--- src/rtl/cache_fill_fsm_pkg.sv ---
// Shared constants, FSM state type and block alignment helper for the cache fill controller.
package cache_pkg;

    localparam int WORDS_PER_BLOCK = 8;
    localparam int BLOCK_BYTES     = 2 * WORDS_PER_BLOCK;
    localparam int OFFSET_W        = $clog2(WORDS_PER_BLOCK);
    localparam int ADDR_W          = 16;

    typedef enum logic {
        IDLE = 1'b0,
        FILL = 1'b1
    } fill_state_t;

    function automatic logic [ADDR_W-1:0] block_base(
        input logic [ADDR_W-1:0] addr
    );
        return addr & ~ADDR_W'(BLOCK_BYTES - 1);
    endfunction

endpackage

--- src/rtl/cache_fill_fsm_counter.sv ---
// Saturating word counter with clear/increment and an async active-high reset.
module fill_counter #(
    parameter int W     = 4,
    parameter int LIMIT = 8
) (
    input  logic         clk,
    input  logic         rst,
    input  logic         clr,
    input  logic         inc,
    output logic [W-1:0] cnt,
    output logic         done
);

    localparam logic [W-1:0] MAX = W'(LIMIT);

    assign done = (cnt == MAX);

    always_ff @(posedge clk or posedge rst) begin
        if (rst) begin
            cnt <= '0;
        end else if (clr) begin
            cnt <= '0;
        end else if (inc && !done) begin
            cnt <= cnt + 1'b1;
        end
    end

endmodule

--- src/rtl/cache_fill_fsm.sv ---
// Cache miss fill controller: stalls the pipeline and streams one block into the cache.
// Define CACHE_FILL_CRIT_WORD_EN for critical-word-first issue order and crit_word_valid.
module cache_fill_fsm #(
    parameter int WORDS_PER_BLOCK = 8,
    parameter int ADDR_W          = 16,
    parameter int OFFSET_W        = 3
) (
    input  logic                clk,
    input  logic                rst,
    input  logic                miss_detected,
    input  logic [ADDR_W-1:0]   miss_address,
    output logic                fsm_busy,
    output logic                mem_req,
    output logic [ADDR_W-1:0]   mem_addr,
    input  logic                mem_data_valid,
    input  logic [15:0]         mem_data,
    output logic                write_data_array,
    output logic [OFFSET_W-1:0] data_word_sel,
    output logic [15:0]         data_wr,
    output logic                write_tag_array,
    output logic                crit_word_valid
);

    import cache_pkg::*;

    localparam int CW = OFFSET_W + 1;
    localparam logic [CW-1:0] LAST = CW'(WORDS_PER_BLOCK - 1);
    localparam logic [ADDR_W-1:0] ALIGN = ~ADDR_W'(2 * WORDS_PER_BLOCK - 1);

    fill_state_t state, state_nxt;

    logic [ADDR_W-1:0]   base;
    logic [CW-1:0]       issue_cnt, ret_cnt;
    logic                issue_done, ret_done;
    logic                start;
    logic [OFFSET_W-1:0] issue_idx, ret_idx;

    assign start = (state == IDLE) && miss_detected;

    always_ff @(posedge clk or posedge rst) begin
        if (rst) begin
            state <= IDLE;
        end else begin
            state <= state_nxt;
        end
    end

    always_ff @(posedge clk or posedge rst) begin
        if (rst) begin
            base <= '0;
        end else if (start) begin
            base <= miss_address & ALIGN;
        end
    end

`ifdef CACHE_FILL_CRIT_WORD_EN
    logic [OFFSET_W-1:0] crit_w;

    always_ff @(posedge clk or posedge rst) begin
        if (rst) begin
            crit_w <= '0;
        end else if (start) begin
            crit_w <= miss_address[OFFSET_W:1];
        end
    end

    // Word order rotates from the missing word and wraps inside the block
    assign issue_idx = OFFSET_W'(CW'(crit_w) + issue_cnt);
    assign ret_idx   = OFFSET_W'(CW'(crit_w) + ret_cnt);
    assign crit_word_valid = write_data_array && (ret_cnt == '0);
`else
    assign issue_idx = OFFSET_W'(issue_cnt);
    assign ret_idx   = OFFSET_W'(ret_cnt);
    assign crit_word_valid = 1'b0;
`endif

    fill_counter #(
        .W     (CW),
        .LIMIT (WORDS_PER_BLOCK)
    ) u_issue_cnt (
        .clk  (clk),
        .rst  (rst),
        .clr  (start),
        .inc  (mem_req),
        .cnt  (issue_cnt),
        .done (issue_done)
    );

    fill_counter #(
        .W     (CW),
        .LIMIT (WORDS_PER_BLOCK)
    ) u_ret_cnt (
        .clk  (clk),
        .rst  (rst),
        .clr  (start),
        .inc  (write_data_array),
        .cnt  (ret_cnt),
        .done (ret_done)
    );

    always_comb begin
        state_nxt        = state;
        fsm_busy         = 1'b0;
        mem_req          = 1'b0;
        write_data_array = 1'b0;
        write_tag_array  = 1'b0;
        unique case (state)
            IDLE: begin
                fsm_busy = miss_detected;
                if (miss_detected) begin
                    state_nxt = FILL;
                end
            end
            FILL: begin
                fsm_busy         = 1'b1;
                mem_req          = !issue_done;
                write_data_array = mem_data_valid && !ret_done;
                if (write_data_array && (ret_cnt == LAST)) begin
                    write_tag_array = 1'b1;
                    state_nxt       = IDLE;
                end
            end
            default: state_nxt = IDLE;
        endcase
    end

    assign mem_addr = mem_req
                    ? base + ADDR_W'({issue_idx, 1'b0})
                    : '0;
    assign data_word_sel = write_data_array ? ret_idx : '0;
    assign data_wr       = write_data_array ? mem_data : '0;

endmodule

--- config.mk ---
export PLATFORM = sky130hd
export DESIGN_NAME = cache_fill_fsm
export DESIGN_NICKNAME = d
export VERILOG_FILES = /design/src/rtl/cache_fill_fsm_pkg.sv /design/src/rtl/cache_fill_fsm_counter.sv /design/src/rtl/cache_fill_fsm.sv
export SDC_FILE = /design/constraint.sdc
export NUM_CORES = 1
export LEC_CHECK = 0
export ABC_AREA = 1
export CAP_MARGIN = 25
export CORE_MARGIN = 1
export CORE_UTILIZATION = 35
export CTS_BUF_LIST = sky130_fd_sc_hd__clkbuf_4 sky130_fd_sc_hd__clkbuf_8
export DETAILED_ROUTE_END_ITERATION = 6
export PLACE_DENSITY_LB_ADDON = 0.1
export SYNTH_ARGS = -nofsm -noshare
export SYNTH_HDL_FRONTEND = slang
export SYNTH_SLANG_ARGS = --single-unit
--- constraint.sdc ---
create_clock -name clk -period 1.4 [get_ports clk]
set_clock_uncertainty 0.15 [all_clocks]
set_input_delay 0.14 -clock clk [delete_from_list [all_inputs] [get_ports clk]]
set_output_delay 0.14 -clock clk [all_outputs]
set_load 0.01 [all_outputs]
==> run_results.csv, run 1 <==
group,metric,value,unit
grt,antenna_found_initial,0,
sta,setup_tns,-9960,ps
die,coreArea,3440,µm²
layout,final_nets,326,
grt,use_met1,0.231,
worst_setup_path,endpoint_kind,"output port",
layout,layout_common_cells,"inv_1, clkdlybuf4s50_1, buf_4, buf_2, nand2_1",
grt,grt_use_met3,0.0456,
sta,hold_viol_final,0,
min_path,hold_path.class,"in -> async",
worst_setup_path,crit_fanout,5,
die,die_y,62.8,µm
yosys,ys.flop_type,"dfrtp_1",
sta,max_freq,0.593,GHz
worst_setup_path,setup.worst_path.start,"u_ret_cnt.cnt[1]$_DFFE_PP0P_",
detailed_routing,vias,1494,
cts,clock-sinks,21,
grt,first_global_vias,1407,
grt,grt_overflow,0,
yosys,ys_types,22,
layout,diodes,0,
cts,cts_hold_buf,0,
sta,fin_crit,1690,ps
worst_setup_path,cp.required,1110,ps
sta,rsz0062_at_grt,"true",
worst_setup_path,startpoint_type,"flop",
sta,slew_viol_final,0,
detailed_routing,drt_wl_total,3960,µm
cts,path_clk_slew,80,ps
pwr,pwr_density_cell,2030,nW/µm²
layout,final_common_cell,"inv_1",
die,start_util,0.375,
die,std_cell_rows,21,
die,dieArea,3940,µm²
die,pin_count,76,
sta,period_share,1.20,
layout,area_delta_synth_final,92.5,%
outcome,violations,"setup timing",
grt,grt_pass1_wl,6250,µm
yosys,ys_async_sr_fraction,1.00,
detailed_routing,drc,0,
sta,final.setup.worst_slack,-285,ps
placed_design,io_buffers,69,
cts,htreeDepth,1,
detailed_routing,firstDrtPassIters,4,
grt,grt-busiest-layer,"met2",
detailed_routing,wl_per_cell,12.0,µm
yosys,syn_area,1290,µm²
outcome,status,"finished with violations",
die,die_w,62.8,µm
yosys,ys_ff_latch,21,
cts,cts_buffer_depth,2,
layout,fillCellCount,294,
worst_setup_path,reg2reg_from,"u_ret_cnt.cnt[1]$_DFFE_PP0P_",
cts,cts_buffers,3,
pwr,peakVddDrop,0.00142,V
detailed_routing,postRouteAntennaNets,0,
yosys,yosysSeqAreaShare,0.407,
cts,cts_tree,"yes",
cts,clk_latency,260,ps
run,cap_viol_max_count,0,
yosys,synth_warnings,0,
placed_design,dpl_cell_area,2190,µm²
detailed_routing,via_per_inst,4.51,
worst_setup_path,arrival,1400,ps
placed_design,gp_congestion,0.775,
layout,fin_area,2490,µm²
cts,root_buffer,"clkbuf_8",
yosys,synthCells,177,
placed_design,place_hpwl,2440,µm
worst_setup_path,path_class,"reg -> out",
grt,grtUsageTotal,0.201,
yosys,synth_edf_count,0,
yosys,synth_area_per_cell,7.30,µm²
detailed_routing,initialDrtViolationCount,28,
sta,setup_violations,44,
pwr,p_leak,1.31,nW
grt,grt_use_met2,0.364,
grt,grt_max_degree,25,
layout,drive_gt1_frac,0.460,
## cell families after synthesis
group,share of synthesized area
xor gates and xnor gates,0.0136
other,0.00290
AOI/OAI and AO/OA,0.0736
buffers and inverters,0.190
and+or+nand+nor,0.275
DFF,0.407
adders and majority gates,0.0387
## stage by stage
stage | worst slack, ps | cells | hold slack [ps] | utilization | total power [mW]
after detailed placement | -457 | 313 | 357 | 0.638 | 3.78
final | -285 | 331 | 68.1 | 0.723 | 5.04
after floorplan | 16.6 | 178 | -33.5 | - | 2.33
after global placement | -425 | 313 | 350 | 0.638 | 3.75
after CTS | -254 | 327 | 73.4 | 0.668 | 4.40
after global routing | -340 | 331 | 119 | 0.723 | 5.40
## state kept, by name, indices dropped and copies added (netlist names)
register and cells:
state 1, u_ret_cnt.cnt 4, base 12, u_issue_cnt.cnt 4
## power breakdown
group          switching, mW  total (mW)  internal [mW]  leakage, nW
combinational           1.73        3.57           1.84         1.04
clock                  0.200       0.398          0.198       0.0255
sequential             0.158        1.07          0.910        0.247
total                   2.09        5.04           2.95         1.31
## per-layer routing
| layer | part of all wire | routed length (µm) |
|---|---|---|
| met1 | 0.39 | 1530 |
| met2 | 0.53 | 2100 |
| met3 | 0.073 | 287 |
| met4 | 0.010 | 40 |
| met5 | 0 | 0 |
## path summary, 6_finish.rpt
kind,end,slack (ps),cells past startpoint
hold reg to reg,base[8]$_DFFE_PP0P_,380,2
min in group clk,base[15]$_DFFE_PP0P_,270,3
hold / removal,u_issue_cnt.cnt[0]$_DFFE_PP0P_,70,3
max in group asynchronous,base[9]$_DFFE_PP0P_,810,3
setup / recovery,data_wr[7],-290,6
setup reg to reg,u_ret_cnt.cnt[0]$_DFFE_PP0P_,-110,8
## worst max-delay path, stage by stage (launching register included)
cell and delay, ps:
dfrtp_1 410, inv_2 100, ha_4 150, nand3_4 160, nand2_8 150, nor2_1 40
buf_2 130
## cell usage after synthesis, types with 2 or more instances
| cell type | count | area share |
|---|---|---|
| buf_4 | 3 | 0.017 |
| buf_6 | 4 | 0.035 |
| inv_2 | 3 | 0.0087 |
| inv_1 | 43 | 0.12 |
| nand3_1 | 11 | 0.043 |
| ha_1 | 4 | 0.039 |
| nand3_2 | 2 | 0.015 |
| nand4_1 | 2 | 0.0097 |
| dfrtp_1 | 21 | 0.41 |
| nor2_1 | 31 | 0.090 |
| nand2_4 | 2 | 0.017 |
| o21ai_0 | 15 | 0.058 |
| o21bai_1 | 2 | 0.012 |
| nand2_1 | 26 | 0.076 |
## what timing repair did
action	CTS	global route
cloned	4	0
pin swaps	15	9
setup buffers	8	7
resized for setup	195	42
setup endpoints to repair	46	56
## cell type report
cell class                      instances  area (µm²)  area share
Sequential cell                        21         526       0.211
Inverter                               46         179      0.0719
Multi-Input combinational cell        107         791       0.318
Timing Repair Buffer                  107         890       0.357
Clock buffer                            3        41.3      0.0166
Clock inverter                          1        5.00     0.00201
Tap cell                               46        57.6      0.0231
Note: power is estimated with default switching activity, not from simulation.
==> run 2, diff against run 1 <==
--- a/config.mk
+++ b/config.mk
@@ -10,7 +10,9 @@
 export CORE_MARGIN = 1
 export CORE_UTILIZATION = 35
 export CTS_BUF_LIST = sky130_fd_sc_hd__clkbuf_4 sky130_fd_sc_hd__clkbuf_8
+export CTS_CLUSTER_DIAMETER = 150
 export DETAILED_ROUTE_END_ITERATION = 6
+export HOLD_SLACK_MARGIN = 0.03
 export PLACE_DENSITY_LB_ADDON = 0.1
 export SYNTH_ARGS = -nofsm -noshare
 export SYNTH_HDL_FRONTEND = slang
==> results of run 2 <==
Same layout as run 1: the final DEF is identical, and so are final timing and power.
==> run 3, diff against run 2 <==
--- a/config.mk
+++ b/config.mk
@@ -6,8 +6,8 @@
 export NUM_CORES = 1
 export LEC_CHECK = 0
 export ABC_AREA = 1
-export CAP_MARGIN = 25
-export CORE_MARGIN = 1
+export CAP_MARGIN = 20
+export CORE_MARGIN = 2
 export CORE_UTILIZATION = 35
 export CTS_BUF_LIST = sky130_fd_sc_hd__clkbuf_4 sky130_fd_sc_hd__clkbuf_8
 export CTS_CLUSTER_DIAMETER = 150
==> run 3 against run 2 <==
Against the previous run:
- the run still ends with setup timing left
- combinational power up 15%
- cell count up 6.0%
- global-route usage down 0.72 points
- register-to-register slack worse by 50 ps
- worst setup slack worse by 120 ps
- wire length up 15%
- fmax down 6.4%
- final area up 15%
- clock power up 4%
- first-iteration DRC count down 14%
- via count up 5.4%
- critical endpoint is now data_wr[3]
- largest cell class unchanged
- largest power group unchanged
==> run_results.csv, run 3 (synthesized netlist as in run 1, its figures left out) <==
group,metric,value,unit
outcome,status,"finished with violations",
outcome,violations,"setup timing",
layout,layout_common_cells,"inv_1, buf_4, clkdlybuf4s50_1, buf_6, buf_2",
die,die_w,64.8,µm
worst_setup_path,max_stage_delay,370,ps
grt,grtUsageTotal,0.193,
detailed_routing,drc,0,
detailed_routing,drt_wl_total,4540,µm
worst_setup_path,cp_top_family,"buffers and inverters",
grt,first_global_vias,1416,
die,dieArea,4200,µm²
pwr,pwr_density_cell,1940,nW/µm²
die,start_util,0.358,
cts,clock-sinks,21,
sta,whs,68.3,ps
sta,max_freq,0.556,GHz
worst_setup_path,startpoint_type,"flop",
detailed_routing,firstDrtPassIters,4,
die,coreArea,3610,µm²
detailed_routing,vias,1575,
worst_setup_path,reg2reg_to,"u_ret_cnt.cnt[0]$_DFFE_PP0P_",
cts,htreeDepth,1,
run,cap_viol_max_count,0,
sta,rsz0062_at_grt,"true",
die,std_cell_rows,22,
detailed_routing,postRouteAntennaNets,0,
pwr,peakVddDrop,0.00123,V
worst_setup_path,endpoint_kind,"output port",
die,pin_count,76,
sta,period_share,1.29,
cts,root_buffer,"clkbuf_8",
die,die_y,64.8,µm
cts,cts_tree,"yes",
layout,diodes,0,
layout,utilization,0.795,
cts,path_clk_slew,80,ps
sta,slew_viol_final,0,
cts,cts_hold_buf,0,
detailed_routing,via_per_inst,4.49,
layout,fillCellCount,228,
worst_setup_path,crit_buf_inv,4,
grt,antenna_found_initial,0,
sta,fin_crit,1800,ps
layout,final_nets,344,
cts,cts_buffer_depth,2,
placed_design,gp_congestion,0.802,
sta,setup_violations,44,
sta,final.setup.worst_slack,-400,ps
worst_setup_path,arrival,1510,ps
cts,cts_buffers,3,
layout,largest_register,"base",
worst_setup_path,crit_path_cell_trace,"inv_2, ha_4, nand3_4, buf_12, nand2_8, buf_6, nor2_1, buf_2",
worst_setup_path,reg2regPathDepth,10,
detailed_routing,wl_per_cell,12.9,µm
layout,final_common_cell,"inv_1",
sta,hold_viol_final,0,
min_path,hold_path.class,"in -> async",
placed_design,place_hpwl,2510,µm
worst_setup_path,r2r_setup_slack,-160,ps
layout,largest_reg_flops,12,
grt,grt_pass1_wl,6380,µm
grt,grt_max_degree,22,
layout,area_delta_synth_final,122,%
worst_setup_path,slowest_stage,"dfrtp_1",
detailed_routing,initialDrtViolationCount,24,
placed_design,io_buffers,69,
worst_setup_path,reg2reg_from,"u_ret_cnt.cnt[0]$_DFFE_PP0P_",
worst_setup_path,path_class,"reg -> out",
worst_setup_path,cp.required,1110,ps
layout,drive_gt1_frac,0.541,
grt,grt_overflow,0,
worst_setup_path,crit_fanout,5,
cts,clk_latency,260,ps
pwr,p_leak,1.46,nW
layout,reg.largest.list,"base: 12 flops, u_issue_cnt.cnt: 4 flops, u_ret_cnt.cnt: 4 flops",
## run 3: changes by cell type in the layout (fill, tap and decap cells not counted), sizes merged
cell / change
clkbuf: +3
clkinvlp: -1
inv: +1
clkinv: -1
buf: +16
## run 3: what timing repair did
action,CTS,global route
setup buffers,21,14
endpoints found under the setup margin,46,48
gates resized for setup,202,76
gates cloned,4,2
pin swaps,20,8
## run 3: final cells by class
type	instances	area [µm²]	area share
clock buffer	4	48.8	0.0170
inverter	46	178	0.0620
multi-input combinational	107	882	0.308
sequential	21	526	0.183
tap	48	60.1	0.0210
timing repair buffer	125	1170	0.409
## run 3: routing by layer
metal  global-route usage  wire, µm
met2                0.343      2410
met3               0.0486       361
met1                0.229      1730
met4               0.0585        42
met5                    0         0
## run 3: how the worst max path moves through the flow
stage	end	cells after the start	slack [ps]	start
finish	data_wr[3]	8	-400	u_ret_cnt.cnt[0]$_DFFE_PP0P_
global route	data_wr[3]	8	-430	u_ret_cnt.cnt[1]$_DFFE_PP0P_
CTS	data_wr[0]	8	-350	u_ret_cnt.cnt[1]$_DFFE_PP0P_
detailed placement	data_word_sel[1]	6	-460	mem_data_valid
global placement	data_word_sel[1]	6	-470	mem_data_valid
floorplan	mem_addr[10]	6	20	u_issue_cnt.cnt[0]$_DFFE_PP0P_
## run 3: worst reg2reg max path, cell delays in order, from the launching register on
cell and delay (ps):
dfrtp_1 400, inv_2 90, ha_4 140, nand3_4 70, buf_12 150, nand2_8 70, buf_6 120, buf_6 120
o21ai_2 50, nand2_1 60, inv_1 40
## run 3: metrics by stage
stage               power (mW)  setup slack, ps  std cells  area [µm²]  setup TNS (ps)
detailed placement        3.80             -457        315        2200          -15770
floorplan                 2.33             16.6        178        1300               0
global placement          3.78             -467        315        2200          -15610
CTS                       4.68             -355        339        2440           -9830
global route              5.97             -434        351        2870          -14720
finish                    5.57             -400        351        2870          -12200
## run 3: power breakdown
group / internal, mW / switching, mW / leakage (nW)
registers: 0.910 / 0.153 / 0.247
clock network: 0.222 / 0.192 / 0.0262
logic: 2.17 / 1.93 / 1.18
